`config.mk`:
```
export PLATFORM = sky130hd
export DESIGN_NAME = clksel_fsm
export DESIGN_NICKNAME = d
export VERILOG_FILES = /design/src/rtl/clksel_fsm_pkg.sv /design/src/rtl/clksel_fsm_sync.sv /design/src/rtl/clksel_fsm.sv
export SDC_FILE = /design/constraint.sdc
export NUM_CORES = 1
export LEC_CHECK = 0
export ABC_AREA = 1
export ABC_CLOCK_PERIOD_IN_PS = 2100
export BUFFER_PORTS_ARGS = -buffer_cell sky130_fd_sc_hd__buf_4
export CORE_MARGIN = 2
export CORE_UTILIZATION = 31
export CTS_CLUSTER_SIZE = 16
export DETAILED_ROUTE_END_ITERATION = 7
export HOLD_SLACK_MARGIN = 0.03
export SETUP_SLACK_MARGIN = 0.02
export SYNTH_ARGS = -nofsm -noshare
export SYNTH_HDL_FRONTEND = slang
export SYNTH_SLANG_ARGS = --single-unit
```
`constraint.sdc`:
```
create_clock -name hsclk_in -period 2.1 [get_ports hsclk_in]
set_clock_uncertainty 0.15 [all_clocks]
set_input_delay 0.105 -clock hsclk_in [delete_from_list [all_inputs] [get_ports hsclk_in]]
set_output_delay 0.105 -clock hsclk_in [all_outputs]
set_load 0.005 [all_outputs]
```
`src/rtl/clksel_fsm_pkg.sv`:
```
// Shared types and constants for the CPU clock-select controller: FSM state
// encoding, slow IO window bounds and config register layout.
package clksel_fsm_pkg;

   typedef enum logic [1:0] {
      ST_SLOW    = 2'd0,
      ST_TO_FAST = 2'd1,
      ST_FAST    = 2'd2,
      ST_TO_SLOW = 2'd3
   } state_e;

   localparam logic [7:0] IO_PAGE_LO = 8'hFC;
   localparam logic [7:0] IO_PAGE_HI = 8'hFE;
   localparam logic [7:0] BOOT_BANK  = 8'hFF;

   localparam int CFG_W          = 3;
   localparam int CFG_DIV_LSB    = 0;
   localparam int CFG_DIV_MSB    = 1;
   localparam int CFG_SHADOW_BIT = 2;

   // With shadowing off the whole boot bank is slow; with it on only the IO pages are.
   function automatic logic is_slow_access(input logic [15:0] bank_page,
                                           input logic        vda,
                                           input logic        vpa,
                                           input logic        shadow_en);
      logic in_io;
      in_io = (bank_page[7:0] >= IO_PAGE_LO) && (bank_page[7:0] <= IO_PAGE_HI);
      return (vda || vpa) && (bank_page[15:8] == BOOT_BANK) && (in_io || !shadow_en);
   endfunction

endpackage

```
`src/rtl/clksel_fsm_sync.sv`:
```
// Multi-flop synchronizer for one asynchronous status bit.
module sync_bit
   import clksel_fsm_pkg::*;
#(
   parameter int STAGES = 2
) (
   input  logic clk_i,
   input  logic rst_i,
   input  logic d_i,
   output logic q_o
);
   logic [STAGES-1:0] sync_q;

   always_ff @(posedge clk_i or posedge rst_i) begin
      if (rst_i) begin
         sync_q <= '0;
      end else begin
         sync_q[0] <= d_i;
         for (int i = 1; i < STAGES; i++) begin
            sync_q[i] <= sync_q[i-1];
         end
      end
   end

   assign q_o = sync_q[STAGES-1];

endmodule

```
`src/rtl/clksel_fsm.sv`:
```
// Clock-select FSM: runs the CPU on the high-speed clock and drops to the slow
// clock (with a programmable divider) for accesses into the slow boot-bank window.
module clksel_fsm
   import clksel_fsm_pkg::*;
#(
   parameter int HOLD_CYCLES = 2,
   parameter int TIMEOUT     = 255,
   parameter int SYNC_STAGES = 2
) (
   input  logic             hsclk_in,
   input  logic             rst,
   input  logic             addr_valid,
   input  logic [23:0]      cpu_addr,
   input  logic             cpu_vda,
   input  logic             cpu_vpa,
   input  logic             cfg_wr,
   input  logic [CFG_W-1:0] cfg_wdata,
   input  logic             hsclk_selected,
   input  logic             lsclk_selected,
   output logic             hsclk_sel,
   output logic [1:0]       cpuclk_div_sel,
   output logic             busy,
   output logic             err,
   output logic [1:0]       dbg_state_o,
   output logic [7:0]       dbg_hold_o
);
   localparam logic [7:0] HOLD_MAX = 8'(HOLD_CYCLES);
   localparam logic [7:0] TMO_LAST = 8'(TIMEOUT - 1);

   state_e           state_q, state_d;
   logic [7:0]       hold_q, hold_d, hold_inc;
   logic [7:0]       tmo_q, tmo_d;
   logic [CFG_W-1:0] cfg_q, cfg_d;
   logic [1:0]       div_q, div_d;
   logic             hs_sel_q, hs_sel_d;
   logic             busy_q, busy_d;
   logic             err_q, err_d;
   logic             hs_ack, ls_ack;
   logic             slow_req, fast_elig;
   logic             unused_addr_lo;

   sync_bit #(.STAGES(SYNC_STAGES)) u_sync_hs (
      .clk_i (hsclk_in),
      .rst_i (rst),
      .d_i   (hsclk_selected),
      .q_o   (hs_ack)
   );

   sync_bit #(.STAGES(SYNC_STAGES)) u_sync_ls (
      .clk_i (hsclk_in),
      .rst_i (rst),
      .d_i   (lsclk_selected),
      .q_o   (ls_ack)
   );

   // Decode sees cfg_q, so a config write in the same cycle only affects later accesses.
   assign slow_req  = addr_valid &&
                      is_slow_access(cpu_addr[23:8], cpu_vda, cpu_vpa, cfg_q[CFG_SHADOW_BIT]);
   assign fast_elig = addr_valid && !slow_req;
   assign hold_inc  = (hold_q >= HOLD_MAX) ? HOLD_MAX : hold_q + 8'd1;
   assign unused_addr_lo = ^cpu_addr[7:0];

   always_comb begin
      state_d  = state_q;
      hold_d   = hold_q;
      hs_sel_d = hs_sel_q;
      err_d    = err_q;
      case (state_q)
         ST_SLOW: begin
            if (slow_req) begin
               hold_d = '0;
            end else if (fast_elig) begin
               hold_d = hold_inc;
               if (hold_inc == HOLD_MAX) begin
                  state_d  = ST_TO_FAST;
                  hs_sel_d = 1'b1;
               end
            end
         end
         ST_TO_FAST: begin
            if (slow_req) begin
               state_d  = ST_TO_SLOW;
               hs_sel_d = 1'b0;
            end else if (hs_ack && !ls_ack) begin
               state_d = ST_FAST;
            end else if (tmo_q == TMO_LAST) begin
               state_d  = ST_SLOW;
               hs_sel_d = 1'b0;
               err_d    = 1'b1;
            end
         end
         ST_FAST: begin
            if (slow_req) begin
               state_d  = ST_TO_SLOW;
               hs_sel_d = 1'b0;
            end
         end
         ST_TO_SLOW: begin
            // Fast-eligible accesses are deliberately ignored until the slow clock is confirmed.
            if (ls_ack && !hs_ack) begin
               state_d = ST_SLOW;
            end else if (tmo_q == TMO_LAST) begin
               state_d = ST_SLOW;
               err_d   = 1'b1;
            end
         end
         default: begin
            state_d  = ST_SLOW;
            hs_sel_d = 1'b0;
         end
      endcase

      if (state_d == ST_SLOW && state_q != ST_SLOW) begin
         hold_d = '0;
      end

      if (state_d != state_q) begin
         tmo_d = '0;
      end else if (state_q == ST_TO_FAST || state_q == ST_TO_SLOW) begin
         tmo_d = tmo_q + 8'd1;
      end else begin
         tmo_d = '0;
      end

      busy_d = (state_d == ST_TO_FAST) || (state_d == ST_TO_SLOW);
      cfg_d  = cfg_wr ? cfg_wdata : cfg_q;
      // The divider only follows the config while the slow clock is the one in use.
      div_d  = (state_q == ST_SLOW) ? cfg_q[CFG_DIV_MSB:CFG_DIV_LSB] : div_q;
   end

   always_ff @(posedge hsclk_in or posedge rst) begin
      if (rst) begin
         state_q  <= ST_SLOW;
         hold_q   <= '0;
         tmo_q    <= '0;
         cfg_q    <= '0;
         div_q    <= '0;
         hs_sel_q <= 1'b0;
         busy_q   <= 1'b0;
         err_q    <= 1'b0;
      end else begin
         state_q  <= state_d;
         hold_q   <= hold_d;
         tmo_q    <= tmo_d;
         cfg_q    <= cfg_d;
         div_q    <= div_d;
         hs_sel_q <= hs_sel_d;
         busy_q   <= busy_d;
         err_q    <= err_d;
      end
   end

   assign hsclk_sel      = hs_sel_q;
   assign cpuclk_div_sel = div_q;
   assign busy           = busy_q;
   assign err            = err_q;
   assign dbg_state_o    = state_q;
   assign dbg_hold_o     = hold_q;

endmodule

```
Word-level counts from Yosys, hierarchy flattened. Cells that the tools add are included.

Add/sub/neg operators: 2. Magnitude comparators: 3. Eq/ne operators: 18. Mux-type cells: 29. Reduce and logical (&&, ||, !) cells: 26.

Operator list (number): $mux W8 (7); $add A8 B1 Y8 const B (2); $eq A8 B8 Y1 const B (2); $mux W2 (8); $ne A2 B2 Y1 const B (7); $mux W1 (11); $eq A8 B2 Y1 const B (1); $ge A8 B2 Y1 const B (1); $ge A8 B8 Y1 const B (1); $le A8 B8 Y1 const B (1); $logic_and A1 B1 Y1 (8); $pmux W2 S4 (1); $reduce_and A7 Y1 (1); $eq A2 B2 Y1 const B (3); $ne A3 B3 Y1 const B (2); $reduce_bool A2 Y1 (3); $reduce_bool A3 Y1 (2); $eq A2 B1 Y1 const B (2); $logic_not A1 Y1 (4); $logic_not A2 Y1 (2); $logic_or A1 B1 Y1 (4); $reduce_and A4 Y1 (1); $pmux W1 S3 (1); $ne A2 B2 Y1 (1); other kinds (2) (2).

Flip-flop bits (word level): 30. Input bits: 35. Logic and storage cells: 88.

Logic depth before layout (Yosys ltp). Gate-level depths: netlist of the first run.

Depth after elaboration: 14. Gate-level depth with buffers: 14. Depth with buffers taken out: 14.

Cells and area by module. A second synthesis of the first run with hierarchy kept.

Cells, all modules: 207. Area, all modules: 1809.2 um^2.

By module, submodules not included: clksel_fsm (times used 1, cells each 201, area each 1701.6 um^2); sync_bit (times used 2, cells each 3, area each 53.8 um^2).

Least setup slack after synthesis of the first run. No wires, ideal clock.

Path type: reg-to-reg. Start point: register hold_q[0] (netlist: dbg_hold_o[0]). End point: register tmo_q[3]. Arrival time: 1.544 ns. Path slack: 0.284 ns. Stages on the path, launching flop included: 15. Buffers on the path: 0. Path through: dfrtp_1 -> inv_1 -> ha_1 -> nor2_1 -> nand2_1 -> nor2_4 -> nand2_1 -> nand4_2 -> nand2_1 -> nand2_1 -> nand2_1 -> nand2_1 -> nand2_2 -> nand2_4 -> nor2_2.

Word-level cells in the longest chain between the ends: 9. Elaborated cells on any way between the ends: 10. Classes of those cells: 1 x add/sub; 1 x order compare; 2 x eq/ne; 6 x mux.

Ends and longest elaborated chain: from (decl) (RTL line clksel_fsm.sv:31) `logic [7:0] hold_q, hold_d, hold_inc;`; from (signal assigned) (RTL line clksel_fsm.sv:143) `hold_q <= hold_d;`; $add A8 B1 Y8 / $ge A8 B2 Y1 (equally long branches) (RTL line clksel_fsm.sv:60) `assign hold_inc = (hold_q >= HOLD_MAX) ? HOLD_MAX : hold_q + 8'd1;`; $mux W8 * (RTL line clksel_fsm.sv:60); $eq A8 B2 Y1 * (RTL line clksel_fsm.sv:74) `if (hold_inc == HOLD_MAX) begin`; $mux W2 * (RTL line clksel_fsm.sv:74); $mux W2 * (RTL line clksel_fsm.sv:72) `end else if (fast_elig) begin`; $mux W2 * (RTL line clksel_fsm.sv:70) `if (slow_req) begin`; $pmux W2 S4 * (RTL line clksel_fsm.sv:68) `case (state_q)`; $ne A2 B2 Y1 * (RTL line clksel_fsm.sv:117) `if (state_d != state_q) begin`; $mux W8 * (RTL line clksel_fsm.sv:117); net tmo_d[3] (RTL line clksel_fsm.sv:32) `logic [7:0] tmo_q, tmo_d;`; to (signal assigned) (RTL line clksel_fsm.sv:144) `tmo_q <= tmo_d;`; to (decl) (RTL line clksel_fsm.sv:32).

Mark *: on every way through the listed nets, which the timed path passes. The rest lies on a longest branch. A chain may end at the register's enable or synchronous reset.

==> results of run 1 <==
[area by class of cell]
cell class                      instances  area [µm²]  area share, %
Inverter                               21        78.8           3.33
Clock inverter                          1        5.00          0.211
Sequential cell                        30         751           31.7
Multi-Input combinational cell        147         883           37.3
Timing Repair Buffer                   58         475           20.1
Tap cell                               70        87.6           3.70
Clock buffer                            7        86.3           3.65
[state kept, by name, indices dropped and copies added (netlist names), 2 cells and up]
signal            count
cpuclk_div_sel        2
dbg_hold_o            8
u_sync_ls.sync_q      2
tmo_q                 8
u_sync_hs.sync_q      2
dbg_state_o           2
cfg_q                 3
[repair_timing]
item,4_1_cts,5_1_grt
hold endpoints to repair,35,0
buffers inserted,0,1
hold buffers,11,0
endpoints found under the setup margin,0,18
gates resized for setup,0,7
[power groups by stage]
stage | Sequential [mW] | Combinational, mW | Clock [mW]
after floorplan | 0.765 | 0.793 | 0
after global placement | 0.746 | 1.19 | 0
after detailed placement | 0.746 | 1.20 | 0
after CTS | 0.738 | 1.23 | 0.488
after global routing | 0.749 | 1.50 | 0.519
final | 0.738 | 1.34 | 0.469
[path summary, 6_finish.rpt]
kind / endpoint / slack (ns) / start / depth (start not counted)
max: cfg_q[0] / 0.14 / cfg_wdata[0] / 6
min reg2reg: u_sync_hs.sync_q[1] / 0.20 / u_sync_hs.sync_q[0] / 0
min in group asynchronous: tmo_q[5] / 0.30 / rst / 4
max in group asynchronous: busy / 1.22 / rst / 4
max reg2reg: tmo_q[3] / 0.17 / dbg_hold_o[0] / 14
min: dbg_hold_o[4] / 0.15 / addr_valid / 5
[worst register-to-register path, cell delays in order (launching register included)]
cell     delay, ns
dfrtp_1       0.38
inv_2         0.07
ha_1          0.20
nor2_1        0.08
nand2_1       0.09
nor2_4        0.13
nand2_2       0.09
nand4_4       0.11
nand2_1       0.07
nand2_2       0.07
nand2_2       0.06
nand2_1       0.07
nand2_2       0.06
nand2_4       0.14
nor2_2        0.05
[logic make-up after synthesis]
family | after synthesis
buf+inv | 22
xor+xnor | 2
simple gates | 108
compound gates | 27
mux | 1
fa+ha+maj | 9
flops | 30
[placed cells by master (no fill, tap or decap), drive strengths merged]
cell type | netlist | final
o22ai | 1 | 1
clkinv | 0 | 1
nor2 | 25 | 25
clkbuf | 1 | 7
nand2 | 60 | 60
ha | 9 | 9
o21ai | 12 | 12
mux2 | 1 | 1
dlygate4sd3 | 0 | 11
nor3 | 1 | 1
and3 | 1 | 1
nand3b | 5 | 5
buf | 0 | 47
nand4 | 3 | 3
a22oi | 1 | 1
inv | 21 | 21
a21oi | 7 | 7
or2 | 3 | 3
o21bai | 3 | 3
a21boi | 3 | 3
nand3 | 10 | 10
xor2 | 2 | 2
dfrtp | 30 | 30
[per-layer routing]
metal  vias up  wire (µm)
met3         6        212
met4         0         74
met2        40       1470
met1       656       1820
li1        765          -
met5         -          0
[metrics by stage]
step	instances	hold WS [ns]	util, %	instance area, µm²
after floorplan	199	-0.0136	-	1690
after global placement	314	0.0618	40.8	2120
after detailed placement	314	0.0633	40.8	2120
after CTS	333	0.127	44.7	2320
after global routing	334	0.175	45.5	2370
final	334	0.147	45.5	2370
==> key figures, run 1 <==
Synth
  • Post-synth ARST share: 100%
  • Ys Warns: 0
  • Main synth FF type: dfrtp_1
  • Synth Register Bits: 30
  • Post-synthesis compound-gate area fraction: 9.75%
  • Most frequent cell after synthesis: nand2_1
  • Register area share after synthesis: 44.3%
  • Synth Area in Adders: about 6.6%
  • Simple-gate area share of the yosys netlist: 32.7%
  • Largest family of logic cells by synthesized area: simple AND/OR/NAND/NOR gates
  • Post-synthesis cell count: approximately 200
  • Post-synth top cells: nand2_1 (54), dfrtp_1 (30), inv_1 (21)
  • Post-synth top area share: 44.3%
  • Post-Synthesis Cell Area: 0.00169 mm²
  • Main area contributors after synthesis: dfrtp_1 (44%), nand2_1 (12%), ha_1 (6.6%)
  • Synth Area in XOR/XNOR: slightly above 1%
  • Netlist cell types: 30
  • Post-synth EDFFs: 0
  • Area leader, netlist: dfrtp_1
  • Syn nets: between 200 and 250
  • Multiplexer share of the synthesized area: less than 1%
  • Syn Area/Cell: 8.51 µm²

Clock network
  • CTS buffer count: 5
  • Clock Latency Late Sink: 0.28 ns
  • CTS tree: done
  • Htree depth: 2
  • Clock Root Buffer: clkbuf_8
  • CTS max path bufs: 2
  • Clk sinks: 30
  • Worst-path clk slew: 0.06 ns

Detailed routing
  • Drc violations: 0
  • Routed length per instance: 10.7 µm
  • Routed wire length: around 3.6 mm
  • Drt pass-1 iters: 4
  • Antenna viol nets, final: 0
  • Via/cell ratio: approximately 4.4
  • Initial DRC count: 63
  • Vias: 1467

Power
  • Static Leakage: between 1 and 1.5 nW
  • Pint: 1.51 mW
  • Clock share of power: 18.4%
  • Power Dens Cells: 1080 mW/mm²
  • Sw power: approximately 1.0 mW
  • Switching Share: 40.8%
  • Comb power frac: 52.6%
  • Reg power frac: just under 30%
  • Final Power: ~2.6 mW
  • Maximum vdd drop: 0.560 mV

Final layout
  • Fillers: about 530
  • Syn-to-layout area delta: 39.7%
  • # diodes: 0
  • Layout cells sized above 1: 32.6%
  • Nets: 307

Placed design
  • Routability cong.: 0.736
  • Post-DP HPWL: 2.64 mm
  • Buffers on Ports: 41
  • DP Worst Slack: roughly 0.10 ns

Die
  • Rows: 26
  • Die height: 77.9 µm
  • Die width: 77.9 µm
  • Core footprint: 0.00520 mm²
  • Die Area: 0.00607 mm²
  • I/O pin count: 50
  • Initial core utilization: 32.5%

Setup path
  • Crit path kind: input port to register
  • Buf/Inv on CP: 4
  • Cell family with the largest share of critical-path delay: buffers and inverters
  • Crit. End Element: register
  • CP Cell Sequence: dlygate4sd3_1 > buf_4 > nand2_1 > dlygate4sd3_1 > o21ai_0 > dlygate4sd3_1
  • Crit path top cell by count: dlygate4sd3_1
  • Startpoint Class: input port
  • Crit-path max FO: 1
  • Worst Path Required: around 2.1 ns
  • Critical Path AT: just under 2 ns
  • CP peak stage delay: between 0.5 and 0.6 ns
  • Crit-path slowest cell: dlygate4sd3_1

STA
  • RSZ-0062 raised after global routing: no
  • Setup violators final: 0
  • Max-slew violations: 0
  • Setup TNS: 0 ns
  • Tightest Pin Transition: 0.377 ns
  • Worst setup margin: 0.139 ns
  • Post-route clock period utilization: approximately 93%
  • Max Freq: 510 MHz
  • Post-route minimum period: slightly below 2 ns
  • Max-slew headroom: 74.9%
  • Final Hold Fails: 0

Global routing
  • Initial antenna violation count: 0
  • Met1 usage: 17.7%
  • Largest net degree at the start of global routing: 31
  • Vias in the first global route: 1354
  • First-pass GRT wire length: 5.95 mm
  • Gr usage total: 12.4%
  • GRT busiest layer: met1
  • Grt ovf: 0
  • GRT met2 Usage: 17.5%
  • Met3 Usage GRT: slightly below 3%

Min path
  • Hold crit path type: input port to register

Run status
  • Status: complete, no violations

Job
  • Total of max-cap violations: 0
No activity file was read; power rests on OpenSTA's default activity.
==> run 2: changes to the inputs <==
- SYNTH_HIERARCHICAL: unset -> 1
==> run 2 against run 1 <==
Non-clock buffer count rose by 1. Clock-buffer cell count fell by 1. First-iteration DRC count fell by 35%. Cell area rose by 5.2%. Power rose by 7.4%. Global-route usage fell by 0.11 points. Register-to-register slack got worse by 0.03 ns.
==> key figures, run 2 <==
Run status
  • Status: complete, no violations

Global routing
  • Largest net degree at the start of global routing: 27 (-13%)
  • Grt ovf: 0 (unchanged)
  • GRT met2 Usage: 18.5% (+1.0 points)
  • Initial antenna violation count: 0 (unchanged)
  • Met3 Usage GRT: 3.93% (+1.0 points)
  • First-pass GRT wire length: 6.05 mm (+1.6%)
  • GRT busiest layer: met2
  • Vias in the first global route: 1433 (+5.8%)
  • Met1 usage: 15.9% (-1.9 points)
  • Gr usage total: 12.3% (-0.11 points)

Power
  • Comb power frac: 55.1% (+2.5 points)
  • Reg power frac: 27.0% (-2.0 points)
  • Switching Share: 44.4% (+3.6 points)
  • Clock share of power: 17.9% (-0.5 points)
  • Sw power: 1.22 mW (+17%)
  • Pint: 1.52 mW (+0.87%)
  • Maximum vdd drop: 0.747 mV (+33%)
  • Power Dens Cells: 1100 mW/mm² (+2.1%)
  • Static Leakage: 1.24 nW (+2.4%)

Die
  • Die Area: 0.00646 mm² (+6.4%)
  • Rows: 27 (+3.8%)
  • Die height: 80.4 µm (+3.2%)
  • Core footprint: 0.00557 mm² (+7.1%)
  • Initial core utilization: 32.5% (-0.090 points)
  • Die width: 80.4 µm (+3.2%)
  • I/O pin count: 50 (unchanged)

Detailed routing
  • Drc violations: 0 (unchanged)
  • Routed length per instance: 10.9 µm (+1.7%)
  • Drt pass-1 iters: 4 (unchanged)
  • Vias: 1537 (+4.8%)
  • Via/cell ratio: 4.44 (+1.1%)
  • Routed wire length: 3.77 mm (+5.4%)
  • Antenna viol nets, final: 0 (unchanged)
  • Initial DRC count: 41 (-35%)

Synth
  • Synth Area in Adders: 6.22% (-0.42 points)
  • Netlist cell types: 34 (+13%)
  • Most frequent cell after synthesis: nand2_1
  • Register area share after synthesis: 41.5% (-2.8 points)
  • Post-synth top cells: nand2_1 (47), dfrtp_1 (30), inv_1 (28)
  • Ys Warns: 6 (+6)
  • Post-synth ARST share: 100% (unchanged)
  • Area leader, netlist: dfrtp_1
  • Syn nets: 251 (+3.3%)
  • Simple-gate area share of the yosys netlist: 37.1% (+4.3 points)
  • Post-synth top area share: 41.5% (-2.8 points)
  • Multiplexer share of the synthesized area: 0.622% (-0.042 points)
  • Syn Area/Cell: 8.74 µm² (+2.7%)
  • Post-synthesis cell count: 207 (+4.0%)
  • Largest family of logic cells by synthesized area: simple AND/OR/NAND/NOR gates
  • Main area contributors after synthesis: dfrtp_1 (41%), nand2_1 (9.8%), ha_1 (6.2%)
  • Post-Synthesis Cell Area: 0.00181 mm² (+6.8%)
  • Post-synth EDFFs: 0 (unchanged)
  • Post-synthesis compound-gate area fraction: 6.98% (-2.8 points)
  • Synth Register Bits: 30 (unchanged)
  • Synth Area in XOR/XNOR: 0.968% (-0.066 points)
  • Main synth FF type: dfrtp_1

STA
  • Max-slew headroom: 77.6% (+2.7 points)
  • Setup TNS: 0 ns (unchanged)
  • Final Hold Fails: 0 (unchanged)
  • Max-slew violations: 0 (unchanged)
  • Hold Slack: 0.0990 ns (-0.0478 ns)
  • Max Freq: 509 MHz (-0.13%)
  • Post-route minimum period: 1.96 ns (+0.00258 ns)
  • RSZ-0062 raised after global routing: no
  • Setup violators final: 0 (unchanged)
  • Post-route clock period utilization: 93.5% (+0.12 points)
  • Tightest Pin Transition: 0.336 ns (-0.0412 ns)

Job
  • Total of max-cap violations: 0 (unchanged)

Final layout
  • Register area: 753 µm² (+0.33%)
  • Commonest cells after routing, fill and taps aside: buf_4 (48), nand2_1 (47), dfrtp_1 (28)
  • Layout cells sized above 1: 39.8% (+7.2 points)
  • Area of the multi-input gates: 961 µm² (+8.8%)
  • Syn-to-layout area delta: 37.6%
  • Nets: 317 (+3.3%)
  • Fillers: 542 (+2.7%)
  • Post-route insts no fill: 346 (+3.6%)
  • # diodes: 0 (unchanged)
  • Most common cell after layout, fill and taps aside: buf_4

Clock network
  • Htree depth: 2 (unchanged)
  • Clock Root Buffer: clkbuf_8
  • CTS tree: done
  • Clk sinks: 30 (unchanged)
  • Worst-path clk slew: 0.07 ns (about the same)
  • CTS max path bufs: 2 (unchanged)
  • Clock Latency Late Sink: 0.29 ns (about the same)
  • CTS buffer count: 5 (unchanged)

Setup path
  • Reg2reg setup slack: 0.14 ns (-0.03 ns)
  • Crit-path max FO: 8 (+7)
  • Critical Path AT: 1.98 ns (about the same)
  • Startpoint Class: register
  • Reg2Reg Depth: 11 (-3)
  • Crit Reg-Reg Startpoint: dbg_hold_o[1]
  • Worst Path Required: 2.12 ns (about the same)
  • Crit path kind: register to register
  • Crit. End Element: register
  • Reg2reg end: dbg_hold_o[4]

Placed design
  • Routability cong.: 0.801 (+8.8%)
  • Buffers on Ports: 41 (unchanged)
  • Placed cells: 325 (+3.5%)
  • Post-DP HPWL: 2.69 mm (+2.2%)

Min path
  • Hold crit path type: input port to asynchronous set/reset pin
[run 2: cell count changes after synthesis, moves of 3 or more]
cell     previous run  this run
nor3_2              0         8
inv_1              21        28
nand2_1            54        47
a21oi_1             7         3
nand2_2             5         8
[run 2: cells by family after synthesis]
| logic type | Yosys count |
|---|---|
| AO/OA/AOI/OAI | 19 |
| XOR/XNOR | 2 |
| adder cells (fa/ha/maj) | 9 |
| buffers and inverters | 31 |
| flip-flops | 30 |
| multiplexers | 1 |
| AND/OR/NAND/NOR | 115 |
[run 2: metrics by stage]
stage	instance area [µm²]	setup slack (ns)	utilization (%)	total power [mW]
final	2490	0.136	44.7	2.74
after CTS	2450	0.0698	44.0	2.69
after floorplan	1810	0.233	-	1.76
after detailed placement	2240	0.0801	40.3	2.17
after global placement	2240	0.106	40.3	2.17
after global routing	2490	0.0265	44.7	2.96
[run 2: worst max-delay path: stages, from the launching register on]
cell and delay, ns:
dfrtp_2 0.45, ha_4 0.17, nor2_1 0.08, nand2_1 0.10, nor2_4 0.14, o21ai_2 0.09
nand3_2 0.10, nand2_4 0.07, o21ai_4 0.18, inv_4 0.06, nor2_8 0.20, nor2_2 0.05
[run 2: worst max path at each step]
stage / slack, ns / cells past startpoint / end / from
after CTS: 0.07 / 12 / dbg_hold_o[2] / dbg_hold_o[0]
after detailed placement: 0.08 / 12 / dbg_hold_o[2] / dbg_hold_o[0]
final: 0.14 / 11 / dbg_hold_o[4] / dbg_hold_o[1]
after floorplan: 0.23 / 12 / dbg_hold_o[0] / dbg_hold_o[0]
after global placement: 0.11 / 12 / dbg_hold_o[5] / dbg_hold_o[0]
after global routing: 0.03 / 12 / dbg_hold_o[1] / dbg_hold_o[0]
[run 2: cell type report]
type	instances	share of cell area (%)
Timing Repair Buffer	59	18.9
Clock inverter	2	0.503
Clock buffer	6	3.32
Tap cell	72	3.62
Multi-Input combinational cell	146	38.6
Inverter	31	4.82
Sequential cell	30	30.3
[run 2: layer usage]
| metal | share of wire, % | up-vias |
|---|---|---|
| met3 | 6.6 | 7 |
| met5 | 0 | - |
| met4 | 1.9 | 0 |
| met1 | 49 | 703 |
| li1 | - | 785 |
| met2 | 43 | 42 |
[run 2: what timing repair did]
action | 4_1_cts | 5_1_grt
hold endpoints to repair | 35 | 0
hold buffers | 11 | 0
gates resized for setup | 0 | 8
setup endpoints to repair | 0 | 16
buffers inserted | 0 | 2
[run 2: power groups by stage]
stage          combinational (mW)  sequential (mW)  clock [mW]
2_1_floorplan               0.995            0.760           0
3_3_place_gp                 1.43            0.744           0
3_5_place_dp                 1.43            0.744           0
4_1_cts                      1.46            0.735       0.502
5_1_grt                      1.67            0.752       0.532
6_report                     1.51            0.740       0.491
==> run 3: changes to the inputs <==
- PLACE_DENSITY_LB_ADDON: unset -> 0.2
==> run 3 against run 2 <==
First-iteration DRC count increased by 41%. Core utilization up 0.13 points. Cell area up 0.30%. Critical path type is now input port to register.
==> key figures, run 3 (same netlist as run 2, synthesis figures left out) <==
STA
  • Max Freq: 508 MHz (-0.31%)
  • Max-slew headroom: 77.5% (-0.078 points)
  • Worst setup margin: 0.130 ns (-0.00615 ns)
  • Setup TNS: 0 ns (unchanged)
  • Post-route minimum period: 1.97 ns (+0.00615 ns)
  • Post-route clock period utilization: 93.8% (+0.29 points)
  • Final Hold Fails: 0 (unchanged)
  • Tightest Pin Transition: 0.334 ns (-0.00141 ns)
  • Setup violators final: 0 (unchanged)
  • RSZ-0062 raised after global routing: yes
  • Max-slew violations: 0 (unchanged)

Global routing
  • Vias in the first global route: 1446 (+0.91%)
  • Initial antenna violation count: 0 (unchanged)
  • Grt ovf: 0 (unchanged)
  • Largest net degree at the start of global routing: 27 (unchanged)
  • Gr usage total: 12.9% (+0.59 points)
  • First-pass GRT wire length: 6.40 mm (+5.8%)

Setup path
  • Crit-path max FO: 1 (-7)
  • Crit-path slowest cell: dlygate4sd3_1
  • Reg2reg setup slack: 0.13 ns (about the same)
  • CP peak stage delay: 0.56 ns (+0.11 ns)
  • CP Cell Sequence: dlygate4sd3_1 > buf_4 > nand2_1 > dlygate4sd3_1 > o21ai_0 > dlygate4sd3_1
  • Startpoint Class: input port
  • Crit Reg-Reg Startpoint: dbg_hold_o[0]
  • Crit path top cell by count: dlygate4sd3_1
  • Critical Path AT: 1.99 ns (about the same)
  • Worst Path Required: 2.12 ns (about the same)
  • Crit. End Element: register
  • Crit path kind: input port to register
  • Reg2reg end: dbg_hold_o[5]
  • Reg2Reg Depth: 12 (+1)

Placed design
  • Buffers on Ports: 41 (unchanged)
  • Post-DP HPWL: 2.85 mm (+5.6%)
  • Placed cells: 329 (+1.2%)
  • Routability cong.: 0.774 (-3.4%)
  • DP Worst Slack: 0.122 ns (+0.0424 ns)

Die
  • Initial core utilization: 32.5% (unchanged)
  • Core footprint: 0.00557 mm² (unchanged)
  • Rows: 27 (unchanged)
  • I/O pin count: 50 (unchanged)
  • Die width: 80.4 µm (unchanged)
  • Die height: 80.4 µm (unchanged)
  • Die Area: 0.00646 mm² (unchanged)

Power
  • Pint: 1.51 mW (-0.59%)
  • Power Dens Cells: 1100 mW/mm² (-0.44%)
  • Maximum vdd drop: 0.607 mV (-19%)
  • Clock share of power: 16.9% (-1.0 points)
  • Sw power: 1.22 mW (+0.43%)
  • Static Leakage: 1.26 nW (+1.7%)
  • Comb power frac: 56.3% (+1.2 points)
  • Reg power frac: 26.7% (-0.3 points)
  • Switching Share: 44.7% (+0.25 points)

Clock network
  • Htree depth: 2 (unchanged)
  • Clk sinks: 30 (unchanged)
  • Clock Root Buffer: clkbuf_8
  • Worst-path clk slew: 0.07 ns (about the same)
  • CTS buffer count: 5 (unchanged)
  • Clock Latency Late Sink: 0.28 ns (about the same)
  • CTS max path bufs: 2 (unchanged)
  • CTS tree: done

Final layout
  • Fillers: 580 (+7.0%)
  • Syn-to-layout area delta: 38.0%
  • # diodes: 0 (unchanged)
  • Commonest cells after routing, fill and taps aside: buf_4 (52), nand2_1 (47), dfrtp_1 (30)
  • Most common cell after layout, fill and taps aside: buf_4
  • Post-route insts no fill: 350 (+1.2%)
  • Nets: 321 (+1.3%)
  • Layout cells sized above 1: 39.2% (-0.57 points)

Detailed routing
  • Drc violations: 0 (unchanged)
  • Routed wire length: 3.88 mm (+2.9%)
  • Vias: 1542 (+0.33%)
  • Drt pass-1 iters: 4 (unchanged)
  • Routed length per instance: 11.1 µm (+1.7%)
  • Initial DRC count: 58 (+41%)
  • Via/cell ratio: 4.41 (-0.82%)
  • Antenna viol nets, final: 0 (unchanged)

Run status
  • Status: complete, no violations

Job
  • Total of max-cap violations: 0 (unchanged)

Min path
  • Hold crit path type: input port to asynchronous set/reset pin
-- run 3: layer usage --
layer | share of wire, % | track usage (%) | vias to the layer above
li1 | - | - | 797
met4 | 1.3 | 5.59 | 0
met3 | 5.9 | 2.47 | 4
met5 | 0 | 0 | -
met1 | 48 | 16.9 | 698
met2 | 44 | 20.5 | 43
-- run 3: worst max-delay path by stage --
stage	startpoint	endpoint	slack, ns	depth (start not counted)
floorplan	dbg_hold_o[0]	dbg_hold_o[0]	0.23	12
global placement	dbg_hold_o[0]	dbg_hold_o[2]	0.15	12
detailed placement	dbg_hold_o[0]	dbg_hold_o[5]	0.12	12
CTS	dbg_hold_o[0]	dbg_hold_o[5]	0.12	12
global route	dbg_hold_o[0]	dbg_hold_o[1]	0.008	12
finish	cfg_wdata[1]	cfg_q[1]	0.13	6
-- run 3: per-stage QoR --
stage / utilization, % / power [mW] / hold WS, ns / area (µm²)
floorplan: - / 1.76 / -0.304 / 1810
global placement: 40.8 / 2.24 / -0.168 / 2270
detailed placement: 40.8 / 2.24 / -0.169 / 2270
CTS: 44.4 / 2.74 / 0.0688 / 2470
global route: 44.8 / 2.97 / 0.0903 / 2500
finish: 44.8 / 2.74 / 0.0865 / 2500
-- run 3: critical path, delay by kind of cell --
family          cells  cell delay (ns)
simple gates        1             0.05
compound gates      1             0.08
buf+inv             4             1.76
-- run 3: what timing repair did --
| item | in CTS | in global routing |
|---|---|---|
| setup endpoints to repair | 0 | 15 |
| hold buffers | 11 | 0 |
| gates resized for setup | 0 | 3 |
| hold endpoints to repair | 35 | 0 |
| buffers inserted | 0 | 2 |
-- run 3: power groups by stage --
stage                     Clock (mW)  Sequential, mW  Combinational, mW
after detailed placement           0           0.739               1.50
after global routing           0.520           0.744               1.70
final                          0.464           0.731               1.54
after floorplan                    0           0.760              0.995
after global placement             0           0.744               1.49
after CTS                      0.485           0.732               1.52
-- run 3: area by class of cell --
class | count | area (µm²) | area share (%)
multi-input combinational | 146 | 946 | 37.9
timing repair buffer | 63 | 500 | 20.0
clock inverter | 3 | 21.3 | 0.852
sequential | 30 | 751 | 30.1
clock buffer | 5 | 68.8 | 2.76
inverter | 31 | 120 | 4.81
tap | 72 | 90.1 | 3.61
